==> config.mk <==
export PLATFORM = sky130hd
export DESIGN_NAME = npc_bpred
export DESIGN_NICKNAME = d
export VERILOG_FILES = /design/src/rtl/npc_bpred.sv
export SDC_FILE = /design/constraint.sdc
export NUM_CORES = 2
export LEC_CHECK = 0
export CORE_ASPECT_RATIO = 2
export CORE_MARGIN = 8
export CORE_UTILIZATION = 60
export DETAILED_ROUTE_END_ITERATION = 10
export HOLD_SLACK_MARGIN = 0.12
export MAX_ROUTING_LAYER = met4
export PLACE_DENSITY_LB_ADDON = 0.1
export REMOVE_ABC_BUFFERS = 1
export SLEW_MARGIN = 20
export SYNTH_ARGS = -nofsm -noshare
export SYNTH_HDL_FRONTEND = slang
export SYNTH_SLANG_ARGS = --single-unit
==> constraint.sdc <==
create_clock -name clk -period 7.3 [get_ports clk]
set_input_delay 1.46 -clock clk [delete_from_list [all_inputs] [get_ports clk]]
set_output_delay 1.46 -clock clk [all_outputs]
set_load 0.01 [all_outputs]
==> src/rtl/npc_bpred.sv <==
// npc_bpred: next-PC prediction and resolution unit.
//
// IF side : a direct-mapped BTB with saturating direction counters turns
//           fetch_pc into pred_npc / pred_taken (purely combinational).
// EX side : resolves the real next PC for j/jal/jr/beq/bne/blez. It raises
//           redirect when that PC differs from the prediction carried down
//           the pipe. It also trains the BTB and counts branches and
//           mispredictions.
//
// Ports
//   clk, rst_n            clock, asynchronous active-low reset
//   fetch_pc              PC currently in IF
//   pred_npc, pred_taken  predicted next PC / prediction came from the BTB
//   ex_valid, ex_pc,      EX-stage instruction, its PC and PC+4
//   ex_pc1
//   ex_j .. ex_blez       decoded control type (one-hot or none)
//   ex_equ, ex_rf_a       operand equality, rs value (jr target, blez operand)
//   ex_ext, ex_index      branch byte offset, absolute jump target
//   ex_pred_npc           pred_npc that travelled with this instruction
//   redirect, redirect_pc misprediction flag and the correct next PC
//   correct_b             a conditional branch resolved taken
//   branch_cnt,           statistics counters (wrap)
//   mispred_cnt
module npc_bpred #(
    parameter int XLEN        = 32,
    parameter int BTB_ENTRIES = 16,
    parameter int CTR_BITS    = 2,
    parameter int CNT_W       = 32
) (
    input  logic             clk,
    input  logic             rst_n,
    input  logic [XLEN-1:0]  fetch_pc,
    output logic [XLEN-1:0]  pred_npc,
    output logic             pred_taken,
    input  logic             ex_valid,
    input  logic [XLEN-1:0]  ex_pc,
    input  logic [XLEN-1:0]  ex_pc1,
    input  logic             ex_j,
    input  logic             ex_jal,
    input  logic             ex_jr,
    input  logic             ex_beq,
    input  logic             ex_bne,
    input  logic             ex_blez,
    input  logic             ex_equ,
    input  logic [XLEN-1:0]  ex_rf_a,
    input  logic [XLEN-1:0]  ex_ext,
    input  logic [XLEN-1:0]  ex_index,
    input  logic [XLEN-1:0]  ex_pred_npc,
    output logic             redirect,
    output logic [XLEN-1:0]  redirect_pc,
    output logic             correct_b,
    output logic [CNT_W-1:0] branch_cnt,
    output logic [CNT_W-1:0] mispred_cnt
);
    localparam int IDX_W = $clog2(BTB_ENTRIES);
    localparam int TAG_W = XLEN - IDX_W - 2;

    localparam logic [CTR_BITS-1:0] CTR_MAX = '1;
    localparam logic [CTR_BITS-1:0] CTR_MIN = '0;
    localparam logic [CTR_BITS-1:0] WEAK_T  = {1'b1, {(CTR_BITS-1){1'b0}}};
    localparam logic [CTR_BITS-1:0] WEAK_NT = {1'b0, {(CTR_BITS-1){1'b1}}};

    // Flattened read view of the per-entry registers held in g_btb.
    logic [BTB_ENTRIES-1:0]               valid_vec;
    logic [BTB_ENTRIES-1:0]               uncond_vec;
    logic [BTB_ENTRIES-1:0][TAG_W-1:0]    tag_vec;
    logic [BTB_ENTRIES-1:0][XLEN-1:0]     target_vec;
    logic [BTB_ENTRIES-1:0][CTR_BITS-1:0] ctr_vec;

    // ---------------- IF: prediction ----------------
    logic [IDX_W-1:0] f_idx;
    logic [TAG_W-1:0] f_tag;
    logic             f_hit;

    assign f_idx      = fetch_pc[IDX_W+1:2];
    assign f_tag      = fetch_pc[XLEN-1:IDX_W+2];
    assign f_hit      = valid_vec[f_idx] && (tag_vec[f_idx] == f_tag);
    assign pred_taken = f_hit && (uncond_vec[f_idx] || ctr_vec[f_idx][CTR_BITS-1]);
    assign pred_npc   = pred_taken ? target_vec[f_idx] : fetch_pc + XLEN'(4);

    // ---------------- EX: resolution ----------------
    logic            is_jump, is_branch, ctl;
    logic            blez_taken, br_taken;
    logic [XLEN-1:0] br_target, ctl_target, actual_npc;

    assign is_jump    = ex_j | ex_jal | ex_jr;
    assign is_branch  = ex_beq | ex_bne | ex_blez;
    assign ctl        = is_jump | is_branch;
    // Signed rf_a <= 0: negative or exactly zero.
    assign blez_taken = ex_rf_a[XLEN-1] || (ex_rf_a == '0);
    assign br_taken   = (ex_beq && ex_equ) || (ex_bne && !ex_equ) || (ex_blez && blez_taken);
    assign br_target  = ex_pc1 + ex_ext;
    // Target stored in the BTB is the taken target even when a branch
    // resolves not-taken, so hysteresis keeps predicting the right place.
    assign ctl_target = ex_jr ? ex_rf_a : ((ex_j | ex_jal) ? ex_index : br_target);
    assign actual_npc = ex_jr ? ex_rf_a :
                        (ex_j | ex_jal) ? ex_index :
                        br_taken ? br_target : ex_pc1;

    assign redirect    = ex_valid && (actual_npc != ex_pred_npc);
    assign redirect_pc = ex_valid ? actual_npc : '0;
    assign correct_b   = ex_valid && br_taken;

    // ---------------- EX: BTB training ----------------
    logic [IDX_W-1:0] e_idx;
    logic [TAG_W-1:0] e_tag;
    logic             e_hit, do_train, do_alloc, do_kill;
    logic [1:0]       unused_pc_bits;

    assign e_idx    = ex_pc[IDX_W+1:2];
    assign e_tag    = ex_pc[XLEN-1:IDX_W+2];
    assign e_hit    = valid_vec[e_idx] && (tag_vec[e_idx] == e_tag);
    assign do_train = ctl && e_hit;
    assign do_alloc = ctl && !e_hit && (is_jump || br_taken);
    // A non-control instruction hitting the BTB means the entry is stale.
    assign do_kill  = !ctl && e_hit;
    assign unused_pc_bits = ex_pc[1:0];

    genvar gi;
    generate
        for (gi = 0; gi < BTB_ENTRIES; gi++) begin : g_btb
            logic                sel;
            logic                valid_reg, uncond_reg;
            logic [TAG_W-1:0]    tag_reg;
            logic [XLEN-1:0]     target_reg;
            logic [CTR_BITS-1:0] ctr_reg;

            assign sel = ex_valid && (e_idx == IDX_W'(gi));

            always_ff @(posedge clk or negedge rst_n) begin
                if (!rst_n) begin
                    valid_reg  <= 1'b0;
                    uncond_reg <= 1'b0;
                    tag_reg    <= '0;
                    target_reg <= '0;
                    ctr_reg    <= WEAK_NT;
                end else if (sel) begin
                    if (do_train) begin
                        target_reg <= ctl_target;
                        uncond_reg <= is_jump;
                        if (is_branch) begin
                            if (br_taken && ctr_reg != CTR_MAX)
                                ctr_reg <= ctr_reg + CTR_BITS'(1);
                            else if (!br_taken && ctr_reg != CTR_MIN)
                                ctr_reg <= ctr_reg - CTR_BITS'(1);
                        end
                    end else if (do_alloc) begin
                        valid_reg  <= 1'b1;
                        tag_reg    <= e_tag;
                        target_reg <= ctl_target;
                        uncond_reg <= is_jump;
                        ctr_reg    <= WEAK_T;
                    end else if (do_kill) begin
                        valid_reg  <= 1'b0;
                    end
                end
            end

            assign valid_vec[gi]  = valid_reg;
            assign uncond_vec[gi] = uncond_reg;
            assign tag_vec[gi]    = tag_reg;
            assign target_vec[gi] = target_reg;
            assign ctr_vec[gi]    = ctr_reg;
        end
    endgenerate

    // ---------------- statistics ----------------
    logic [CNT_W-1:0] branch_cnt_reg, mispred_cnt_reg;

    always_ff @(posedge clk or negedge rst_n) begin
        if (!rst_n) begin
            branch_cnt_reg  <= '0;
            mispred_cnt_reg <= '0;
        end else begin
            if (ex_valid && ctl) branch_cnt_reg  <= branch_cnt_reg + CNT_W'(1);
            if (redirect)        mispred_cnt_reg <= mispred_cnt_reg + CNT_W'(1);
        end
    end

    assign branch_cnt  = branch_cnt_reg;
    assign mispred_cnt = mispred_cnt_reg;
endmodule

* Word level (Yosys, flattened, before mapping)
Cells that the tools add are included.
** Word-level totals
- Bits in registers :: 1056
- Latch bits :: 0
- Bits in writable memories :: 0
- ROM bits :: 0
- Bits of input ports :: 234
- Output and inout port bits :: 131
- Word-level logic and storage cells :: 423
- Memories :: 0
** Cells by class
- $add $sub $neg :: 36
- $mul :: 0
- Divide/modulo/power cells :: 0
- Order comparisons :: 2
- Eq/ne operators :: 51
- Shifts and indexed selects :: 0
- Multiplexer cells :: 92
- Bitwise operators :: 6
- Reductions and logical operators :: 154
** Operators with widths (number)
- 32-bit two-way mux :: 10
- 26-bit binary-select mux with 4-bit select :: 2
- 2-bit two-way mux :: 66
- 32-bit binary-select mux with 4-bit select :: 1
- 3-bit AND reduction :: 32
- 32-bit by 1-bit adder with 32-bit output (second input constant) :: 2
- 4-bit AND reduction :: 16
- 1-bit logical AND :: 61
- 26-bit == test :: 2
- 26-bit two-way mux :: 2
- 3-bit by 1-bit inequality test with 1-bit output (second input constant) :: 16
- 2-bit nonzero test :: 18
- 2-bit inequality test (second input constant) :: 17
- 2-bit by 1-bit adder with 2-bit output (second input constant) :: 16
- 32-bit by 3-bit adder with 32-bit output (second input constant) :: 1
- 32-bit adder :: 1
- 4-bit == test (second input constant) :: 8
- 32-bit logical NOT :: 1
- 32-bit inequality test :: 1
- 2-bit AND reduction :: 16
- 2-bit by 1-bit subtractor with 2-bit output (second input constant) :: 16
- 4-bit by 3-bit == test with 1-bit output (second input constant) :: 4
- 1-bit binary-select mux with 4-bit select :: 3
- 4-bit by 5-bit less-than comparator with 1-bit output (second input constant) :: 2
- 9 further kinds :: 27

* Longest topological paths before layout
- Word-level depth :: 10
- Mapped depth :: 16
- Depth with buffers taken out :: 14

* Worst setup path before layout
Ideal clock, no wire load.
- Path kind :: input to output
- Start point :: input port ex_pc1[0]
- End point :: output port redirect
- Data arrival time :: 4.576 ns
- Data required time :: 5.840 ns
- Setup slack :: 1.264 ns
- Stages on the path :: 14
- Path buffers :: 1
- Cell sequence :: ha_1 > fa_1 > a21oi_1 > o211a_1 > o311ai_0 > a21oi_1 > xor2_1 > o41ai_1 > or4_1 > nor4_1 > nand4_1 > o21ai_1 > buf_2 > inv_1
** Between the ends
- Longest elaborated chain between the ends :: 6
** RTL lines
- start, declared :: RTL line 37 : input logic [XLEN-1:0] ex_pc1,
- 32-bit adder :: RTL line 92 : assign br_target = ex_pc1 + ex_ext;
- 32-bit two-way mux * :: RTL line 98 : br_taken ? br_target : ex_pc1;
- 32-bit two-way mux * :: RTL line 97 : (ex_j | ex_jal) ? ex_index :
- 32-bit two-way mux * :: RTL line 96 : assign actual_npc = ex_jr ? ex_rf_a :
- 32-bit inequality test * :: RTL line 100 : assign redirect = ex_valid && (actual_npc != ex_pred_npc);
- 1-bit logical AND * :: RTL line 100
- end, declared :: RTL line 49 : output logic redirect,
Mark *: on every way between the ends. The rest lies on a longest branch, timed or not.

* Final worst setup path
Same ends and word-level chain as after synthesis.

==> metrics.log <==
INFO  metric run_status = finished clean
INFO  metric min_period_over_period = 98.31%
INFO  metric transition_time_of_the_tightest_slew_check_pin = 1027 ps
INFO  metric htree_levels = 3
INFO  metric synth_seq_area_share = 46.95%
INFO  metric multi_input_area = 28,250 µm²
INFO  metric synth-seq-cells = 1,056
INFO  metric std_cell_rows = 159
INFO  metric finish.utilization = 70.30%
INFO  metric cellPowerDensity = 269.2 nW/µm²
INFO  metric drt_drc_violations_left = 0
INFO  metric final-max-slew-violation-count = 0
INFO  metric routed_via_density = 6.582
INFO  metric grt-ovfl-total = 0
INFO  metric portBuffers = 362
INFO  metric clk_latency = 710 ps
INFO  metric cells_after_synth = 4,690
INFO  metric cts_max_path_buffers = 3
INFO  metric grt_util_all_layers = 34.32%
INFO  metric cts_root_buffer = clkbuf_16
INFO  metric total_number_of_vias = 41.33k
INFO  metric drt-pass1-iter-count = 6
INFO  metric number_of_global_route_vias_before_repair = 43.28k
INFO  metric cts-hold-fix-buffers = 0
INFO  metric most_used_cells_in_the_layout_excluding_fill_and_tap_cells = 1,040 x dfrtp_1, 559 x nand2_1, 487 x o21ai_0
INFO  metric place_hpwl = 115,000 µm
INFO  metric worst_setup_path_start_kind = input pin
INFO  metric setup_violations = 0
INFO  metric place_congestion = 1.005
INFO  metric mostFrequentLayoutCell = dfrtp_1
INFO  metric min_period = 7176 ps
INFO  metric crit_path_cell_trace = clkdlybuf4s50_1, ha_1, fa_1, a21oi_4, o211ai_1, nand2_2, a2111o_1, a31o_2, o211ai_1, nor3_1, buf_4, and4b_1, nand4_1, o21ai_2, buf_12, inv_1, clkdlybuf4s50_1
INFO  metric initial_core_utilization = 60.24%
INFO  metric critical_path.max_stage_delay = 480 ps
INFO  metric grt_first_pass_wirelength = 265,100 µm
INFO  metric worst_ep_required_time = 5840 ps
INFO  metric hold_slack = 475.2 ps
INFO  metric area_growth = 16.71%
INFO  metric fmax = 0.1393 GHz
INFO  metric critPathSlowestCell = clkdlybuf4s50_1
INFO  metric filler_cell_count = 6,638
INFO  metric clock_skew = 30.00 ps
INFO  metric floorplan.core_area = 93,500 µm²
INFO  metric die_y = 449.3 µm
INFO  metric yosys_warnings = 0
INFO  metric antenna_found_initial = 7
INFO  metric tritoncts = done
INFO  metric synth_cell_types = 80
INFO  metric timing.max_cap.violations = 0
INFO  metric timing.slew.headroom = 31.54%
INFO  metric worst-setup-path-type = input pin to output pin
INFO  metric io_pins = 365
INFO  metric dieWidth = 232.6 µm
INFO  metric final_net_count = 5,258
INFO  metric numClockSinks = 1,056
INFO  metric drt-total-wl = 173,200 µm
INFO  metric cp-end-kind = output pin
INFO  metric largest_reg_flops = 512
INFO  metric drt_iter0_drc = 3,808
INFO  metric mappedNetlistArea = 56,320 µm²
INFO  metric report.final.hold_viol_count = 0
INFO  metric syn-mean-instance-area = 12.01 µm²
INFO  metric clock_buffer_count_from_cts = 92
INFO  metric avgRoutedWirePerCell = 27.59 µm
INFO  metric register_area = 26,450 µm²
INFO  metric die_area = 104,500 µm²
INFO  metric power.static_leakage = 27.79 nW
INFO  metric worst_hold_class = register to register
INFO  metric worst-endpoint-arrival = 5720 ps
INFO  metric cts.reportedPaths.clkPinSlew = 60 ps
INFO  metric synth_enable_flop_cells = 0
INFO  metric ys_dominant_reg_cell = dfrtp_1
INFO  metric pin_count_of_the_biggest_net_entering_global_routing = 201
INFO  metric drt.antenna.violating_nets = 0
INFO  metric crit_path_max_fo = 6
INFO  metric vdd_ir_drop_max = 0.2790 mV
INFO  metric async_flop_share = 100.0%
INFO  metric ratio_of_cells_with_drive_above_1_in_the_final_layout = 28.09%
[final cells by class]
cell class	count	share of cell area, %
repair buffers	617	9.258
multi-input cells	3183	42.98
well taps	1207	2.297
diodes	9	0.03426
clock inverters	46	1.108
inverters	39	0.2227
flip-flops and latches	1056	40.23
clock buffers	122	3.871
[metal layers]
layer  vias to the layer above  GRT usage [%]  wire [µm]
met2                      1775          53.45      83800
met5                         -              -          0
met4                         0          14.04       8080
met1                     21270          44.40      68050
met3                       400          6.311      13310
li1                      17883              -          -
[critical path: cells and delay by family]
family	cells	cell delay, ps
AO/OA/AOI/OAI	6	1740
adder cells (fa/ha/maj)	2	480
buffers and inverters	5	1290
AND/OR/NAND/NOR	4	720
[where the power goes]
group | switching (W) | total, W | internal, W
Clock | 0.00228 | 0.00532 | 0.00304
Combinational | 0.00189 | 0.00431 | 0.00241
Sequential | 0.000861 | 0.00807 | 0.00721
[synthesized netlist by cell type, types with 34 or more instances]
cell	number	area, µm²
mux4_2	427	9617
inv_1	38	142.6
buf_2	85	425.4
dfrtp_1	1040	26020
buf_1	70	262.8
and3_1	46	287.8
ha_1	34	425.4
nor2_1	137	514.2
nand2_1	567	2128
a21oi_1	120	600.6
clkbuf_1	244	915.9
o21ai_1	65	325.3
nor3_1	59	295.3
a21o_1	35	262.8
xor2_1	63	551.8
mux2_2	472	5315
xnor2_1	103	902.1
nand4_1	41	256.5
mux2_1	81	912.1
nand3_1	80	400.4
o21ai_0	491	2457
[stage by stage]
stage                     cell area (µm²)  instances  setup WS [ps]   TNS, ps  power (W)
final                               65740       6279          123.6         0    0.01770
after global routing                65730       6277         -11.92    -11.92    0.01850
after CTS                           65510       6268          7.930         0    0.01775
after detailed placement            62220       6100         -137.6    -137.6    0.01241
after global placement              62190       6099         -91.19    -91.19    0.01212
after floorplan                     54600       4278          -4860  -3001650    0.01064
[path summary, 6_finish.rpt]
check,startpoint,to,slack [ps],cells after the start
hold / removal,g_btb[2].target_reg[19],g_btb[2].target_reg[19],480,2
setup reg to reg,g_btb[2].tag_reg[12],g_btb[14].tag_reg[22],2930,13
hold reg to reg,g_btb[2].target_reg[19],g_btb[2].target_reg[19],480,2
max in group asynchronous,rst_n,g_btb[7].tag_reg[15],4750,3
setup / recovery,ex_pc1[0],redirect,120,17
min in group asynchronous,rst_n,g_btb[0].target_reg[26],790,1
[what timing repair did]
action / CTS / global route
resized for setup: 4 / 28
setup buffers: 0 / 1
endpoints found under the setup margin: 1 / 1
pin swaps: 2 / 6
[cell families (layout without fill, tap and decap cells)]
logic type	Yosys count	in the layout	synth area share [%]
other	0	9	0
flip-flops	1056	1056	46.95
AO/OA/AOI/OAI	897	897	9.113
adder cells (fa/ha/maj)	35	35	0.7909
buffers and inverters	451	824	3.308
XOR/XNOR	167	167	2.621
AND/OR/NAND/NOR	1084	1084	8.726
multiplexers	1000	1000	28.49
Note: power is estimated with default switching activity, not from simulation.
